**src/rtl/psf_symbol_scheduler.sv**
```systemverilog
// Symbol-to-PSF sequencer: 1-bit symbols -> +/-1, OSR zero-stuffing, FLUSH_LEN-zero flush, framed filt_valid; PSF_ABORT_EN adds abort.
// Latency: usp_data 1 cycle after symbol accept, filt_valid FILT_LAT later; backpressure: sym_ready only at slot phase 0, a missing symbol leaves a zero slot.
module psf_symbol_scheduler #(
  parameter int OSR       = 8,
  parameter int FLUSH_LEN = 33,
  parameter int FILT_LAT  = 4,
  parameter int LEN_W     = 16
) (
  input  logic              clk_8megahz,
  input  logic              rst_n,
  input  logic              start,
  input  logic [LEN_W-1:0]  frame_len,
  input  logic              sym_valid,
  input  logic              sym_bit,
`ifdef PSF_ABORT_EN
  input  logic              abort,
`endif
  output logic              sym_ready,
  output logic signed [1:0] usp_data,
  output logic              filt_valid,
  output logic              busy,
  output logic              done,
  output logic              underrun
);

  localparam int PH_W = $clog2(OSR);
  localparam int FL_W = $clog2(FLUSH_LEN + 1);
  localparam logic [PH_W-1:0] PH_LAST    = PH_W'(OSR - 1);
  localparam logic [FL_W-1:0] FLUSH_LOAD = FL_W'(FLUSH_LEN - 1);

  typedef enum logic [1:0] {S_IDLE, S_RUN, S_FLUSH, S_DONE} state_t;

  state_t            state_q, state_d;
  logic [PH_W-1:0]   phase_q, phase_d;
  logic [LEN_W-1:0]  sym_left_q, sym_left_d;
  logic [FL_W-1:0]   flush_q, flush_d;
  logic signed [1:0] usp_q, usp_d;
  logic [FILT_LAT:0] fv_sr_q, fv_sr_d;
  logic              busy_q, busy_d;
  logic              done_q, done_d;
  logic              underrun_q, underrun_d;
  logic              act_d;
  logic              abort_w;

`ifdef PSF_ABORT_EN
  assign abort_w = abort;
`else
  assign abort_w = 1'b0;
`endif

  always_comb begin
    state_d    = state_q;
    phase_d    = phase_q;
    sym_left_d = sym_left_q;
    flush_d    = flush_q;
    usp_d      = 2'sb00;
    underrun_d = 1'b0;
    sym_ready  = 1'b0;
    act_d      = (state_q == S_RUN) || (state_q == S_FLUSH);

    case (state_q)
      S_IDLE: begin
        if (start) begin
          if (frame_len != '0) begin
            sym_left_d = frame_len;
            phase_d    = '0;
            state_d    = S_RUN;
          end else begin
            state_d = S_DONE;
          end
        end
      end
      S_RUN: begin
        if (abort_w) begin
          // Truncate the current slot; the frame still drains through the filter.
          phase_d = '0;
          flush_d = FLUSH_LOAD;
          state_d = S_FLUSH;
        end else begin
          if (phase_q == '0 && sym_left_q != '0) begin
            sym_left_d = sym_left_q - 1'b1;
            if (sym_valid) begin
              sym_ready = 1'b1;
              usp_d     = sym_bit ? 2'sb01 : 2'sb11;
            end else begin
              underrun_d = 1'b1;
            end
          end
          if (phase_q == PH_LAST) begin
            phase_d = '0;
            if (sym_left_q == '0) begin
              flush_d = FLUSH_LOAD;
              state_d = S_FLUSH;
            end
          end else begin
            phase_d = phase_q + 1'b1;
          end
        end
      end
      S_FLUSH: begin
        if (flush_q == '0) begin
          state_d = S_DONE;
        end else begin
          flush_d = flush_q - 1'b1;
        end
      end
      S_DONE: begin
        state_d = S_IDLE;
      end
      default: begin
        state_d = S_IDLE;
      end
    endcase

    busy_d  = (state_d == S_RUN) || (state_d == S_FLUSH);
    done_d  = (state_d == S_DONE);
    // Stage 0 lines up with usp_data; the top stage lines up with filtered_data.
    fv_sr_d = {fv_sr_q[FILT_LAT-1:0], act_d};
  end

  always_ff @(posedge clk_8megahz or negedge rst_n) begin
    if (!rst_n) begin
      state_q    <= S_IDLE;
      phase_q    <= '0;
      sym_left_q <= '0;
      flush_q    <= '0;
      usp_q      <= 2'sb00;
      fv_sr_q    <= '0;
      busy_q     <= 1'b0;
      done_q     <= 1'b0;
      underrun_q <= 1'b0;
    end else begin
      state_q    <= state_d;
      phase_q    <= phase_d;
      sym_left_q <= sym_left_d;
      flush_q    <= flush_d;
      usp_q      <= usp_d;
      fv_sr_q    <= fv_sr_d;
      busy_q     <= busy_d;
      done_q     <= done_d;
      underrun_q <= underrun_d;
    end
  end

  assign usp_data   = usp_q;
  assign filt_valid = fv_sr_q[FILT_LAT];
  assign busy       = busy_q;
  assign done       = done_q;
  assign underrun   = underrun_q;

endmodule
```
**config.mk**
```make
export PLATFORM = sky130hd
export DESIGN_NAME = psf_symbol_scheduler
export DESIGN_NICKNAME = d
export VERILOG_FILES = /design/src/rtl/psf_symbol_scheduler.sv
export SDC_FILE = /design/constraint.sdc
export NUM_CORES = 1
export LEC_CHECK = 0
export BUFFER_PORTS_ARGS = -buffer_cell sky130_fd_sc_hd__buf_2
export CORE_MARGIN = 1
export CORE_UTILIZATION = 45
export CTS_BUF_LIST = sky130_fd_sc_hd__clkbuf_4
export CTS_CLUSTER_DIAMETER = 40
export DETAILED_ROUTE_END_ITERATION = 8
export PLACE_DENSITY = 0.76
export REMOVE_ABC_BUFFERS = 1
export SLEW_MARGIN = 30
export SYNTH_ARGS = -nofsm -noshare
export SYNTH_HDL_FRONTEND = slang
export SYNTH_SLANG_ARGS = --single-unit
```
**constraint.sdc**
```tcl
create_clock -name clk_8megahz -period 2.15 [get_ports clk_8megahz]
set_input_delay 0.1075 -clock clk_8megahz [delete_from_list [all_inputs] [get_ports clk_8megahz]]
set_output_delay 0.1075 -clock clk_8megahz [all_outputs]
set_load 0.01 [all_outputs]
```
==> results of run 1 <==
[synth_stat cells, types with 4 or more instances]
cell	number	share of area (%)
sky130_fd_sc_hd__nor3_1	15	3.2
sky130_fd_sc_hd__nor2_1	20	3.2
sky130_fd_sc_hd__or4_1	4	1.3
sky130_fd_sc_hd__o21a_1	4	1.3
sky130_fd_sc_hd__nor2b_1	7	1.8
sky130_fd_sc_hd__nand4_1	9	2.4
sky130_fd_sc_hd__dfrtp_1	37	39
sky130_fd_sc_hd__nand3b_1	4	1.3
sky130_fd_sc_hd__nand3_1	6	1.3
sky130_fd_sc_hd__and3_1	4	1.1
sky130_fd_sc_hd__o21ai_0	10	2.1
sky130_fd_sc_hd__inv_1	10	1.6
sky130_fd_sc_hd__nand2b_1	5	1.3
sky130_fd_sc_hd__a31oi_1	5	1.3
sky130_fd_sc_hd__clkbuf_1	13	2.0
sky130_fd_sc_hd__ha_1	9	4.7
sky130_fd_sc_hd__a211o_1	4	1.5
sky130_fd_sc_hd__or3_1	6	1.6
sky130_fd_sc_hd__mux2_2	6	2.8
sky130_fd_sc_hd__nor4_1	5	1.3
sky130_fd_sc_hd__a211oi_1	4	1.3
sky130_fd_sc_hd__nand2_1	16	2.5
sky130_fd_sc_hd__a21oi_1	14	2.9
[timing repair]
| item | 4_1_cts | 5_1_grt |
|---|---|---|
| pin swaps | 7 | 1 |
| buffers inserted | 4 | 2 |
| hold buffers | 3 | 0 |
| resized for setup | 9 | 9 |
| endpoints found under the setup margin | 9 | 19 |
| hold endpoints to repair | 39 | 0 |
[flip-flops by register name, indices dropped and copies added (netlist names)]
signal and cells:
fv_sr_q 5, sym_left_q 16, flush_q 6, busy 1
done 1, underrun 1, phase_q 3, state_q 2
usp_data 2
[layer usage]
layer	vias to the layer above	global-route usage [%]	share of wire [%]
li1	1120	-	-
met1	1103	33.5	47
met2	76	34.3	47
met3	12	4.15	4.2
met4	0	10.5	2.4
met5	-	0	0
[logic make-up (layout without fill, tap and decap cells)]
| group | after synthesis | after routing | share of synthesized area [%] |
|---|---|---|---|
| buf+inv | 27 | 89 | 4.62 |
| flops | 37 | 37 | 38.9 |
| compound gates | 67 | 67 | 20.2 |
| simple gates | 116 | 116 | 28.3 |
| fa+ha+maj | 9 | 9 | 4.73 |
| mux | 7 | 7 | 3.26 |
[power by group through the flow]
stage / combinational [mW] / sequential (mW) / clock, mW
CTS: 2.61 / 1.27 / 0.519
detailed placement: 2.51 / 1.28 / 0
global route: 3.01 / 1.33 / 0.544
finish: 2.73 / 1.29 / 0.507
global placement: 2.44 / 1.27 / 0
floorplan: 1.48 / 1.30 / 0
[stage by stage]
step	hold slack [ns]	TNS (ns)	total power [mW]	worst slack, ns
2_1_floorplan	-0.188	-7.97	2.78	-0.400
3_3_place_gp	0.248	0	3.71	0.0121
3_5_place_dp	0.253	-0.0647	3.79	-0.0312
4_1_cts	0.00436	-0.0409	4.40	-0.0280
5_1_grt	0.0369	-1.06	4.88	-0.138
6_report	0.00915	-0.138	4.53	-0.0540
[worst register-to-register path, cell delays in order, from the launching register on]
cell                      delay (ns)
sky130_fd_sc_hd__dfrtp_1        0.40
sky130_fd_sc_hd__buf_4          0.15
sky130_fd_sc_hd__or4_1          0.60
sky130_fd_sc_hd__nor3_1         0.37
sky130_fd_sc_hd__nand3_1        0.21
sky130_fd_sc_hd__or3_1          0.35
sky130_fd_sc_hd__nand4_1        0.09
[layout make-up]
cell class | instances | area (um2) | area share, %
Clock buffer | 5 | 37.5 | 1.23
Inverter | 11 | 41.3 | 1.35
Timing Repair Buffer | 70 | 488 | 16.0
Sequential cell | 37 | 926 | 30.3
Clock inverter | 3 | 46.3 | 1.52
Multi-Input combinational cell | 199 | 1430 | 46.7
Tap cell | 70 | 87.6 | 2.87
[worst min-delay path by stage]
stage | cells after the start | slack (ns) | end | from
after floorplan | 0 | -0.19 | busy$_DFF_PN0_ | rst_n
after global placement | 1 | 0.25 | flush_q[2]$_DFFE_PN0P_ | rst_n
after detailed placement | 1 | 0.25 | flush_q[2]$_DFFE_PN0P_ | rst_n
after CTS | 3 | 0.004 | sym_left_q[11]$_DFFE_PN0P_ | frame_len[11]
after global routing | 3 | 0.04 | sym_left_q[11]$_DFFE_PN0P_ | frame_len[11]
final | 3 | 0.009 | sym_left_q[11]$_DFFE_PN0P_ | frame_len[11]
==> flow_summary.ini, run 1 <==
[clocking]
clk_transition_reported_paths_ns = 0.12
worst_skew_pair.late_latency_ns = 0.36
cts_max_level = 2
cts_tree = yes
numClockSinks = 37
ctsRootBufferMaster = sky130_fd_sc_hd__clkbuf_4
ctsLongestPathBuffers = 2
cts_made_buffers = 5

[sta]
max-slew-margin-rel_pct = 45.3
post-route-period-util_pct = 103
peak_clock_frequency_supported_by_timing_mhz = 454
setup_repair_after_global_routing_missed_its_margin = yes
timing.final.crit_period_ns = 2.20
tightest_slew_ns = 0.821
skew_ns = 0.0110
final_hold_viol_count = 0
finalMaxSlewViolations = 0
timing.final.setup_violations = 5
worst_slack_setup_final_ns = -0.0540

[worst_setup_path]
startpoint = sym_left_q[0]$_DFFE_PN0P_
reg_to_reg_endpoint = sym_left_q[11]$_DFFE_PN0P_
cp_data_required_time_ns = 2.45
critPathMaxStageDelay_ns = 0.60
criticalPathCategory = reg -> reg
startpoint_type_of_the_worst_setup_path = flop
timing.critical_path.arrival_ns = 2.51
crit_family = simple AND/OR/NAND/NOR gates
cp_num_buf_inv = 1
ff2ff_setup_slack_ns = -0.05
cell_depth_of_the_worst_setup_path = 6
end_kind = flop
r2r_cells = 6
worstPathCellList = buf_4 > or4_1 > nor3_1 > nand3_1 > or3_1 > nand4_1
r2r-start = sym_left_q[0]$_DFFE_PN0P_
crit_path_capture = sym_left_q[11]$_DFFE_PN0P_
worst_path_max_delay_cell = sky130_fd_sc_hd__or4_1
cp_max_fo = 4

[grt]
grt_start_max_net_pins = 44
grt_pass1_vias = 2101
grt_antenna_before_repair = 0
global_route_wire_length_before_repair_um = 9830
grtUsageTotal_pct = 23.4
globalRouteOverflowTotal = 0

[die]
floorplan.initialDensity_pct = 46.6
dieArea_um2 = 5590
dieHeight_um = 74.7
i_o_pins = 28
fp.coreArea_um2 = 5110
cell_rows = 26
die_w_um = 74.7

[synth]
synth_flop_type = sky130_fd_sc_hd__dfrtp_1
synth_edf_count = 0
netlist_instances = 263
post_synth_num_cell_types = 53
synth-seq-cells = 37
ys.warnings.count = 0
netlist_area_um2 = 2380
yosysSeqAreaShare_pct = 38.9
avgSynthCellArea_um2 = 9.05
fraction_of_synthesis_flops_using_an_asynchronous_set_or_reset_pin_pct = 100

[route]
route.final.wire_length_um = 6060
drc = 0
post_drt_via_cell_ratio = 5.85
drt_iter0_markers = 162
detail_route.wl_per_cell_um = 15.3
drt.antenna.violating_nets = 0
detailroute.via_count = 2311
drt_pre_antenna_iters = 4

[placed_design]
place_area_um2 = 2820
port_buffer_count = 27
place.gp.congestion = 0.917
dp.cells = 380
place.detailed.hpwl_um = 4280

[pwr]
sequentialPowerShare_pct = 28.4
power_density_nw_per_um2 = 1480
p_sw_mw = 1.99
swShare_pct = 44.0
intPower_mw = 2.54
p_leak_nw = 1.33
pwr-share-clk_pct = 11.2
pwr-share-comb_pct = 60.4
maximum_resistive_drop_on_vdd_v = 0.000736

[final_layout]
postLayoutCellArea_um2 = 3050
final_common_cell = sky130_fd_sc_hd__buf_4
layout-drive-gt1-share_pct = 31.4
net_count_final = 354
postLayoutCoreUtil_pct = 59.8
insertedDiodeCount = 0
layout_common_cells = sky130_fd_sc_hd__buf_4 (38), sky130_fd_sc_hd__dfrtp_1 (37), sky130_fd_sc_hd__buf_2 (26), sky130_fd_sc_hd__nor2_1 (20), sky130_fd_sc_hd__nand2_1 (16)
finish.cell_count_without_fillers = 395
area.growth.synth_to_final_pct = 28.2
fillerInstances = 435

[min_path]
holdCritPathClass = in -> reg

[status]
result_of_the_run = finished, violations left
failed_checks = negative setup slack

[flow_run]
maxCapViolCount = 0
No activity file was read; power rests on OpenSTA's default activity.
==> run 2, diff against run 1 <==
- ABC_AREA: not set -> 1
- SETUP_SLACK_MARGIN: not set -> 0.15
==> flow_summary.ini, run 2 <==
[grt]
grt_start_max_net_pins = 38
global_route_wire_length_before_repair_um = 8750
grtUsageTotal_pct = 21.2
grt_pass1_vias = 2029
grt_antenna_before_repair = 0
globalRouteOverflowTotal = 0

[synth]
synth_top_family_by_area = simple AND/OR/NAND/NOR gates
netlist_instances = 326
fraction_of_synthesis_flops_using_an_asynchronous_set_or_reset_pin_pct = 100
ys.warnings.count = 0
yosys-top-cells-count = sky130_fd_sc_hd__nand2_1 (123), sky130_fd_sc_hd__dfrtp_1 (37), sky130_fd_sc_hd__nor2_1 (37), sky130_fd_sc_hd__nand3_1 (31), sky130_fd_sc_hd__inv_1 (29)
synth_edf_count = 0
synth_adder_area_share_pct = 4.92
synth_flop_type = sky130_fd_sc_hd__dfrtp_1
synth_most_common_cell = sky130_fd_sc_hd__nand2_1
post_synth_mux_area_share_pct = 0.874
top_cell_type_by_total_area_after_synthesis = sky130_fd_sc_hd__dfrtp_1
yosysSeqAreaShare_pct = 40.4
synth_xor_xnor_area_share_pct = 1.53
post-synth-top-area-fraction_pct = 40.4
avgSynthCellArea_um2 = 7.02
synth-seq-cells = 37
netlist_area_um2 = 2290
synth_compound_area_share_pct = 4.92
post_synth_and_or_nand_nor_area_fraction_pct = 39.7
netlist_top_cells_area = sky130_fd_sc_hd__dfrtp_1 (40%), sky130_fd_sc_hd__nand2_1 (20%), sky130_fd_sc_hd__nand3_1 (6.8%)
post_synth_num_cell_types = 26

[sta]
timing.final.setup_violations = 0
skew_ns = 0.0112
final_hold_viol_count = 0
setup_repair_after_global_routing_missed_its_margin = no
post-route-period-util_pct = 89.1
finalMaxSlewViolations = 0
max-slew-margin-rel_pct = 73.9
timing.final.crit_period_ns = 1.92
peak_clock_frequency_supported_by_timing_mhz = 522
tightest_slew_ns = 0.390
timing.setup.tns_ns = 0

[final_layout]
final_common_cell = sky130_fd_sc_hd__nand2_1
area.growth.synth_to_final_pct = 16.7
postLayoutCellArea_um2 = 2670
biggest_regs = sym_left_q: 16 flops, flush_q: 6 flops, fv_sr_q: 5 flops
layout-drive-gt1-share_pct = 17.9
layout_common_cells = sky130_fd_sc_hd__nand2_1 (122), sky130_fd_sc_hd__nor2_1 (37), sky130_fd_sc_hd__dfrtp_1 (37), sky130_fd_sc_hd__nand3_1 (31), sky130_fd_sc_hd__inv_1 (29)
fillerInstances = 483
largest_register_ff_count = 16
area.sequential_um2 = 926
finish.cell_count_without_fillers = 431
insertedDiodeCount = 0
multi_input_combinational_cell_area_um2 = 1240
top_register = sym_left_q
postLayoutCoreUtil_pct = 55.5
net_count_final = 393

[min_path]
holdCritStartpoint = frame_len[13]
holdCritPathClass = in -> reg

[worst_setup_path]
startpoint_type_of_the_worst_setup_path = flop
worst_path_max_delay_cell = sky130_fd_sc_hd__dlygate4sd3_1
cp_data_required_time_ns = 2.40
r2r-start = sym_left_q[0]$_DFFE_PN0P_
startpoint = sym_left_q[0]$_DFFE_PN0P_
criticalPathCategory = reg -> reg
crit_family = buffers and inverters
cp_num_buf_inv = 2
worstPathCellList = inv_1 > ha_4 > nand3_2 > nor2_4 > nand2_2 > nand2_4 > nor4_2 > dlygate4sd3_1
end_kind = flop
cp_max_fo = 4
critPathMaxStageDelay_ns = 0.56
timing.critical_path.arrival_ns = 2.16

[pwr]
pwr-share-clk_pct = 10.7
p_sw_mw = 1.81
swShare_pct = 49.3
pwr-share-comb_pct = 55.2
intPower_mw = 1.86
maximum_resistive_drop_on_vdd_v = 0.000741
power_density_nw_per_um2 = 1380
sequentialPowerShare_pct = 34.1
p_leak_nw = 1.44

[placed_design]
dp.cells = 418
place.gp.congestion = 0.844
place_area_um2 = 2490
port_buffer_count = 27
place.detailed.hpwl_um = 3590

[die]
floorplan.initialDensity_pct = 47.5
die_w_um = 73.3
dieHeight_um = 73.3
dieArea_um2 = 5380
cell_rows = 25
fp.coreArea_um2 = 4820
i_o_pins = 28

[route]
drt_pre_antenna_iters = 4
detailroute.via_count = 2109
detail_route.wl_per_cell_um = 12.1
drt_iter0_markers = 110
post_drt_via_cell_ratio = 4.89
drc = 0
route.final.wire_length_um = 5200
drt.antenna.violating_nets = 0

[clocking]
clk_transition_reported_paths_ns = 0.13
ctsRootBufferMaster = sky130_fd_sc_hd__clkbuf_4
ctsLongestPathBuffers = 2
worst_skew_pair.late_latency_ns = 0.36
cts_max_level = 2
cts_setup_buffers = 0
cts_tree = yes
cts_made_buffers = 5
numClockSinks = 37

[status]
result_of_the_run = finished clean

[flow_run]
maxCapViolCount = 0
## run 2: changes by cell type after synthesis, moves of 6 or more
cell                       previous run  this run
sky130_fd_sc_hd__nor3_1              15         3
sky130_fd_sc_hd__nor2b_1              7         0
sky130_fd_sc_hd__nor2_1              20        37
sky130_fd_sc_hd__clkbuf_1            13         1
sky130_fd_sc_hd__nand4_1              9         3
sky130_fd_sc_hd__a21oi_1             14         5
sky130_fd_sc_hd__nand3_1              6        31
sky130_fd_sc_hd__mux2_2               6         0
sky130_fd_sc_hd__or3_1                6         0
sky130_fd_sc_hd__nand2_1             16       123
sky130_fd_sc_hd__inv_1               10        29
## run 2: per-layer routing
metal  share of wire [%]  routed length (um)  vias to the layer above  global-route usage [%]
met5                   0                   0                        -                       0
met4                0.90                  47                        0                    4.49
met3                 4.1                 212                        6                    4.80
met2                  50                2600                       36                    38.1
met1                  45                2340                      974                    25.9
li1                    -                   -                     1093                       -
## run 2: cells by family (layout without fill, tap and decap cells)
group           after synthesis  count (layout)
fa+ha+maj                     9               9
flops                        37              37
mux                           2               2
buf+inv                      40              78
compound gates               21              21
xor+xnor                      4               4
simple gates                213             213
## run 2: timing repair
action	4_1_cts	5_1_grt
resized for setup	0	10
setup endpoints to repair	0	5
hold buffers	4	0
endpoints found under the hold margin	40	0
## run 2: path summary, 6_finish.rpt
path | slack (ns) | endpoint | cells after the start
setup / recovery | 0.23 | usp_data[1]$_DFF_PN0_ | 8
hold / removal | 0.06 | sym_left_q[13]$_DFFE_PN0P_ | 5
setup reg to reg | 0.23 | usp_data[1]$_DFF_PN0_ | 8
hold reg to reg | 0.36 | fv_sr_q[4]$_DFF_PN0_ | 0
max in group asynchronous | 1.52 | fv_sr_q[2]$_DFF_PN0_ | 3
min in group asynchronous | 0.19 | sym_left_q[13]$_DFFE_PN0P_ | 2
## run 2: worst reg2reg max path, cell delays in order (launching register included)
cell and delay, ns:
sky130_fd_sc_hd__dfrtp_1 0.43, sky130_fd_sc_hd__inv_1 0.13, sky130_fd_sc_hd__ha_4 0.17, sky130_fd_sc_hd__nand3_2 0.12, sky130_fd_sc_hd__nor2_4 0.15, sky130_fd_sc_hd__nand2_2 0.10, sky130_fd_sc_hd__nand2_4 0.10, sky130_fd_sc_hd__nor4_2 0.04
sky130_fd_sc_hd__dlygate4sd3_1 0.56
## run 2: power groups by stage
stage / combinational [mW] / sequential [mW] / clock [mW]
2_1_floorplan: 1.43 / 1.21 / 0
3_3_place_gp: 1.86 / 1.24 / 0
3_5_place_dp: 1.93 / 1.24 / 0
4_1_cts: 1.95 / 1.23 / 0.402
5_1_grt: 2.35 / 1.29 / 0.433
6_report: 2.03 / 1.25 / 0.395
## run 2: area by class of cell
class                           instances  area share, %
Timing Repair Buffer                   36           8.71
Clock buffer                            5           1.40
Inverter                               34           4.78
Multi-Input combinational cell        249           46.5
Tap cell                               67           3.14
Clock inverter                          3          0.843
Sequential cell                        37           34.6
## run 2: per-stage QoR
stage                     setup WS [ns]  hold slack (ns)  total power, mW
final                             0.234           0.0554             3.68
after global routing              0.118           0.0792             4.07
after CTS                         0.163           0.0614             3.58
after detailed placement          0.170            0.269             3.17
after global placement            0.316            0.258             3.10
after floorplan                   0.182           -0.188             2.64
